**src/rtl/uart_defs.sv**
```systemverilog
// Shared UART definitions: FSM state encodings, frame width, default bit period
// and the even-parity helper, used by the receiver and the transmitter.
package uart_defs;

    localparam int UART_DATA_BITS       = 8;
    localparam int DEFAULT_CLKS_PER_BIT = 139;

    localparam logic [2:0] ST_IDLE   = 3'd0;
    localparam logic [2:0] ST_START  = 3'd1;
    localparam logic [2:0] ST_DATA   = 3'd2;
    localparam logic [2:0] ST_PARITY = 3'd3;
    localparam logic [2:0] ST_STOP   = 3'd4;

    // Even parity: the parity bit equals the XOR of the data bits.
    function automatic logic even_parity(input logic [UART_DATA_BITS-1:0] d);
        return ^d;
    endfunction

endpackage

```
**src/rtl/sync_2ff.sv**
```systemverilog
// Multi-stage synchroniser for asynchronous single-bit inputs (rxd, gpio, ...).
// All stages reset to RESET_VAL so an idle-high line reads as idle from reset.
module sync_2ff #(
    parameter int   STAGES    = 2,
    parameter logic RESET_VAL = 1'b1
) (
    input  logic clk,
    input  logic rst_n,
    input  logic d,
    output logic q
);

    logic [STAGES-1:0] ff;

    always_ff @(posedge clk or negedge rst_n) begin
        if (!rst_n) begin
            ff <= {STAGES{RESET_VAL}};
        end else begin
            ff <= {ff[STAGES-2:0], d};
        end
    end

    assign q = ff[STAGES-1];

endmodule

```
**src/rtl/uart_rx.sv**
```systemverilog
// UART receiver: 8N1 frames LSB first into a one-byte valid/ready holding register.
// Define UART_RX_PARITY_EN for 8E1 frames with a parity_err pulse output.
module uart_rx
    import uart_defs::*;
#(
    parameter int CLKS_PER_BIT = DEFAULT_CLKS_PER_BIT,
    parameter int SYNC_STAGES  = 2
) (
    input  logic       clk,
    input  logic       rst_n,
    input  logic       uart_rxd,
    output logic [7:0] rx_data,
    output logic       rx_valid,
    input  logic       rx_ready,
    output logic       frame_err,
    output logic       overrun,
`ifdef UART_RX_PARITY_EN
    output logic       parity_err,
`endif
    output logic       busy
);

    localparam int CW = $clog2(CLKS_PER_BIT);
    localparam logic [CW-1:0] HALF_TICK = CW'(CLKS_PER_BIT / 2 - 1);
    localparam logic [CW-1:0] FULL_TICK = CW'(CLKS_PER_BIT - 1);

    // Handshake: a byte is transferred on a rising edge where rx_valid & rx_ready;
    // rx_data is stable while rx_valid=1 and rx_ready is ignored while rx_valid=0.

    logic          rxd_s;
    logic [2:0]    state;
    logic [CW-1:0] baud_cnt;
    logic [2:0]    bit_cnt;
    logic [7:0]    shift_reg;
    logic          brk;
    logic          done;
`ifdef UART_RX_PARITY_EN
    logic          par_bad;
`endif

    sync_2ff #(.STAGES(SYNC_STAGES), .RESET_VAL(1'b1)) u_sync (
        .clk   (clk),
        .rst_n (rst_n),
        .d     (uart_rxd),
        .q     (rxd_s)
    );

    assign busy = (state != ST_IDLE);

    // Baud counter free-runs inside a state and reloads to 0 on every state
    // entry and after each full-bit strobe, keeping samples at mid-bit.
    always_ff @(posedge clk or negedge rst_n) begin
        if (!rst_n) begin
            state     <= ST_IDLE;
            baud_cnt  <= '0;
            bit_cnt   <= '0;
            shift_reg <= '0;
            brk       <= 1'b0;
            done      <= 1'b0;
            frame_err <= 1'b0;
`ifdef UART_RX_PARITY_EN
            par_bad    <= 1'b0;
            parity_err <= 1'b0;
`endif
        end else begin
            done      <= 1'b0;
            frame_err <= 1'b0;
`ifdef UART_RX_PARITY_EN
            parity_err <= 1'b0;
`endif
            baud_cnt  <= baud_cnt + CW'(1);
            case (state)
                ST_IDLE: begin
                    baud_cnt <= '0;
                    bit_cnt  <= '0;
                    if (!rxd_s) state <= ST_START;
                end
                ST_START: begin
                    if (baud_cnt == HALF_TICK) begin
                        baud_cnt <= '0;
                        state    <= rxd_s ? ST_IDLE : ST_DATA;
                    end
                end
                ST_DATA: begin
                    if (baud_cnt == FULL_TICK) begin
                        baud_cnt  <= '0;
                        shift_reg <= {rxd_s, shift_reg[7:1]};
                        bit_cnt   <= bit_cnt + 3'd1;
                        if (bit_cnt == 3'd7) begin
`ifdef UART_RX_PARITY_EN
                            state <= ST_PARITY;
`else
                            state <= ST_STOP;
`endif
                        end
                    end
                end
`ifdef UART_RX_PARITY_EN
                ST_PARITY: begin
                    if (baud_cnt == FULL_TICK) begin
                        baud_cnt <= '0;
                        par_bad  <= rxd_s ^ even_parity(shift_reg);
                        state    <= ST_STOP;
                    end
                end
`endif
                ST_STOP: begin
                    if (brk) begin
                        // Line held low past the stop bit: wait for it to return high.
                        baud_cnt <= '0;
                        if (rxd_s) begin
                            brk   <= 1'b0;
                            state <= ST_IDLE;
                        end
                    end else if (baud_cnt == FULL_TICK) begin
                        baud_cnt <= '0;
                        if (rxd_s) begin
                            state <= ST_IDLE;
`ifdef UART_RX_PARITY_EN
                            if (par_bad) parity_err <= 1'b1;
                            else         done       <= 1'b1;
`else
                            done <= 1'b1;
`endif
                        end else begin
                            frame_err <= 1'b1;
                            brk       <= 1'b1;
                        end
                    end
                end
                default: begin
                    baud_cnt <= '0;
                    state    <= ST_IDLE;
                end
            endcase
        end
    end

    // Holding register: a completion while full is an overrun unless the old
    // byte is being accepted in the same cycle.
    always_ff @(posedge clk or negedge rst_n) begin
        if (!rst_n) begin
            rx_data  <= '0;
            rx_valid <= 1'b0;
            overrun  <= 1'b0;
        end else begin
            overrun <= 1'b0;
            if (done) begin
                if (!rx_valid || rx_ready) begin
                    rx_data  <= shift_reg;
                    rx_valid <= 1'b1;
                end else begin
                    overrun <= 1'b1;
                end
            end else if (rx_valid && rx_ready) begin
                rx_valid <= 1'b0;
            end
        end
    end

endmodule
```
**config.mk**
```make
export PLATFORM = sky130hd
export DESIGN_NAME = uart_rx
export DESIGN_NICKNAME = d
export VERILOG_FILES = /design/src/rtl/uart_defs.sv /design/src/rtl/sync_2ff.sv /design/src/rtl/uart_rx.sv
export SDC_FILE = /design/constraint.sdc
export NUM_CORES = 1
export LEC_CHECK = 0
export CORE_MARGIN = 2
export CORE_UTILIZATION = 50
export DETAILED_ROUTE_END_ITERATION = 10
export MAX_ROUTING_LAYER = met4
export PLACE_DENSITY = 0.78
export RECOVER_POWER = 50
export SLEW_MARGIN = 20
export SYNTH_ARGS = -nofsm -noshare
export SYNTH_HDL_FRONTEND = slang
export SYNTH_SLANG_ARGS = --single-unit
export TNS_END_PERCENT = 20
```
**constraint.sdc**
```tcl
create_clock -name clk -period 2.68 [get_ports clk]
set_clock_uncertainty 0.15 [all_clocks]
set_input_delay 0.536 -clock clk [delete_from_list [all_inputs] [get_ports clk]]
set_output_delay 0.536 -clock clk [all_outputs]
set_load 0.005 [all_outputs]
```
==> results.cfg <==
[run_status]
status = finished clean

[clock_network]
clockBufferDepth = 2
post_cts_buffers = 0
clock-sinks = 37
cts_buffers = 5
cts_root_buffer = clkbuf_4
clk_latency_ns = 0.35
cts_tree = done
clkSlewWorstSetupHoldPaths_ns = 0.10
ctsResizeCount = 0
cts_hold_buf = 0
cts_htree_levels = 2

[min_path]
hold_start = u_sync.ff[0]$_DFF_PN1_
whs_path_depth = 0
hold-path-endpoint = u_sync.ff[1]$_DFF_PN1_
hp-class = reg2reg

[cells_and_area]
final_nets = 161
final_cell_mix = dfrtp_1, nor2_1, mux2_2
synthToLayoutAreaGrowth_pct = 14.7
fill_cells = 269
n_antenna_cell = 0
drive_gt1_share_pct = 19.6
mostFrequentLayoutCell = dfrtp_1
seqCellArea_um2 = 928
multi_input_area_um2 = 619

[logic_synthesis]
seq_area_frac_synth_pct = 57.9
synth_top_family_by_area = simple AND/OR/NAND/NOR gates
synth-compound-area-share_pct = 4.68
synthMuxAreaShare_pct = 11.0
synth_fa_ha_area_share_pct = 3.90
async_reset_ff_share_pct = 100
netlist_area_mm2 = 0.00160
yosysWarnings = 0
synth_edf_count = 0
syn_inst = 132
synthSimpleGateAreaFrac_pct = 15.8
synth_ff_type = dfrtp_1
ys_types = 32
syn-num-nets = 141
synth_seq_cells = 37
avgSynthCellArea_um2 = 12.2
synthXorXnorAreaFrac_pct = 3.28

[power]
pwr_density_cell_mw_per_mm2 = 467
power.leakage_nw = 0.856
vdd_drop_max_mv = 0.294
p_total_mw = 0.860

[grt]
first_global_vias = 1012
grt_overflow = 0
antenna_found_initial = 0
grt_pass1_wl_mm = 4.35
grt_max_degree = 38
grt.total_usage_pct = 16.9

[placement]
hpwl_mm = 1.82
post-place-ws_ns = 0.317
gp_congestion = 0.856
port_buffers = 15

[sta]
worstMarginPinSlew_ns = 0.869
setup_viol = 0
rsz0062_at_grt = false
drv_slew = 0
fmax_mhz = 411
hold_viol_final = 0
fin_tns_setup_ns = 0
finalCritPeriodShare_pct = 90.8
period_needed_ns = 2.43
slew_headroom_pct = 42.1
fin_ws_ns = 0.246

[routing]
drc = 0
drtPass1Iterations = 4
routed_wl_mm = 2.49
vias = 1029
viasPerCell = 5.22
drt_iter0_markers = 18
wl_per_cell_um = 12.6
ant_nets = 0

[floorplanning]
core_mm2 = 0.00305
io-pin-count = 16
row_count = 20
fp.dieH_um = 60.6
fp.dieArea_mm2 = 0.00368
die_x_um = 60.6
initial_core_util_pct = 52.5

[worst_setup_path]
rrSetupSlack_ns = 0.31
r2r-end = shift_reg[6]$_DFFE_PN0P_
path_cells = or3_1, clkdlybuf4s50_1
crit_type = reg2out
reg2reg_from = baud_cnt[0]$_DFF_PN0_
path_delay_family = flip-flops
r2r_cells = 5
start_kind = register
slowest_delay_ns = 0.51
path_buf_inv = 1
path_depth = 2
arrival_ns = 1.75
critPathRequiredTime_ns = 1.99
critical_path.max_fanout = 12
cp_slowest_cell = dfrtp_1
cp-end-kind = primary output

[job]
cap_viol_max_count = 0
worst max path at each step:
stage,startpoint,to,slack (ns)
3_5_place_dp,baud_cnt[0]$_DFF_PN0_,shift_reg[6]$_DFFE_PN0P_,0.32
5_1_grt,state[0]$_DFFE_PN0P_,busy,0.16
3_3_place_gp,baud_cnt[0]$_DFF_PN0_,shift_reg[5]$_DFFE_PN0P_,0.39
4_1_cts,state[0]$_DFFE_PN0P_,busy,0.24
6_report,state[0]$_DFFE_PN0P_,busy,0.25
2_1_floorplan,baud_cnt[0]$_DFF_PN0_,shift_reg[5]$_DFFE_PN0P_,0.30
kinds of logic (layout without fill, tap and decap cells):
logic type	count (synthesis)	count (layout)
muxes	15	15
adders and majority gates	5	5
buffers and inverters	10	31
DFF	37	37
xor gates and xnor gates	6	6
and+or+nand+nor	47	47
AOI/OAI and AO/OA	12	12
cell type report:
cell class	instances	area share [%]
Multi-Input combinational cell	85	33.7
Clock inverter	3	0.952
Timing Repair Buffer	16	8.44
Clock buffer	5	2.04
Inverter	7	1.43
Sequential cell	37	50.5
Tap cell	44	2.99
power by group:
part,total [mW],leakage [nW],switching (mW),internal [mW]
registers,0.562,0.495,0.000906,0.561
logic,0.0151,0.330,0.0113,0.00381
clock network,0.283,0.0310,0.184,0.0989
synthesized netlist by cell type (2+ instances only):
library cell	instances	area (um^2)
dfrtp_1	35	876
mux2_2	13	146
and3_1	2	12.5
a21oi_1	2	10.0
o21ai_0	6	30.0
nand3_1	9	45.0
mux2_4	2	30.0
nand2b_1	3	18.8
ha_1	5	62.6
o32a_1	2	20.0
nor2b_1	2	12.5
nand2_1	4	15.0
dfstp_2	2	52.6
nor2_1	15	56.3
and2_1	2	12.5
inv_1	7	26.3
nor4_1	2	12.5
xor2_1	5	43.8
metal layers:
metal	global-route usage, %	wire [um]	up-vias
met5	-	0	-
met4	7.14	57	0
met3	6.18	126	7
met2	27.6	1220	26
met1	18.6	1080	506
li1	-	-	490
worst reg2reg max path: cells and delay by family (launching register included):
family	cells	cell delay [ns]
multiplexers	1	0.33
adder cells (fa/ha/maj)	1	0.15
AND/OR/NAND/NOR	2	1.08
flip-flops	1	0.45
buffers and inverters	1	0.11
per-stage QoR:
stage | hold WS (ns) | instance area (um^2) | instances | util [%]
after global routing | 0.221 | 1840 | 197 | 60.2
after CTS | 0.212 | 1840 | 197 | 60.3
after floorplan | 0.0904 | 1600 | 132 | -
after detailed placement | 0.197 | 1790 | 189 | 58.5
final | 0.212 | 1840 | 197 | 60.2
after global placement | 0.196 | 1790 | 189 | 58.5
(Power assumes the default switching activity.)
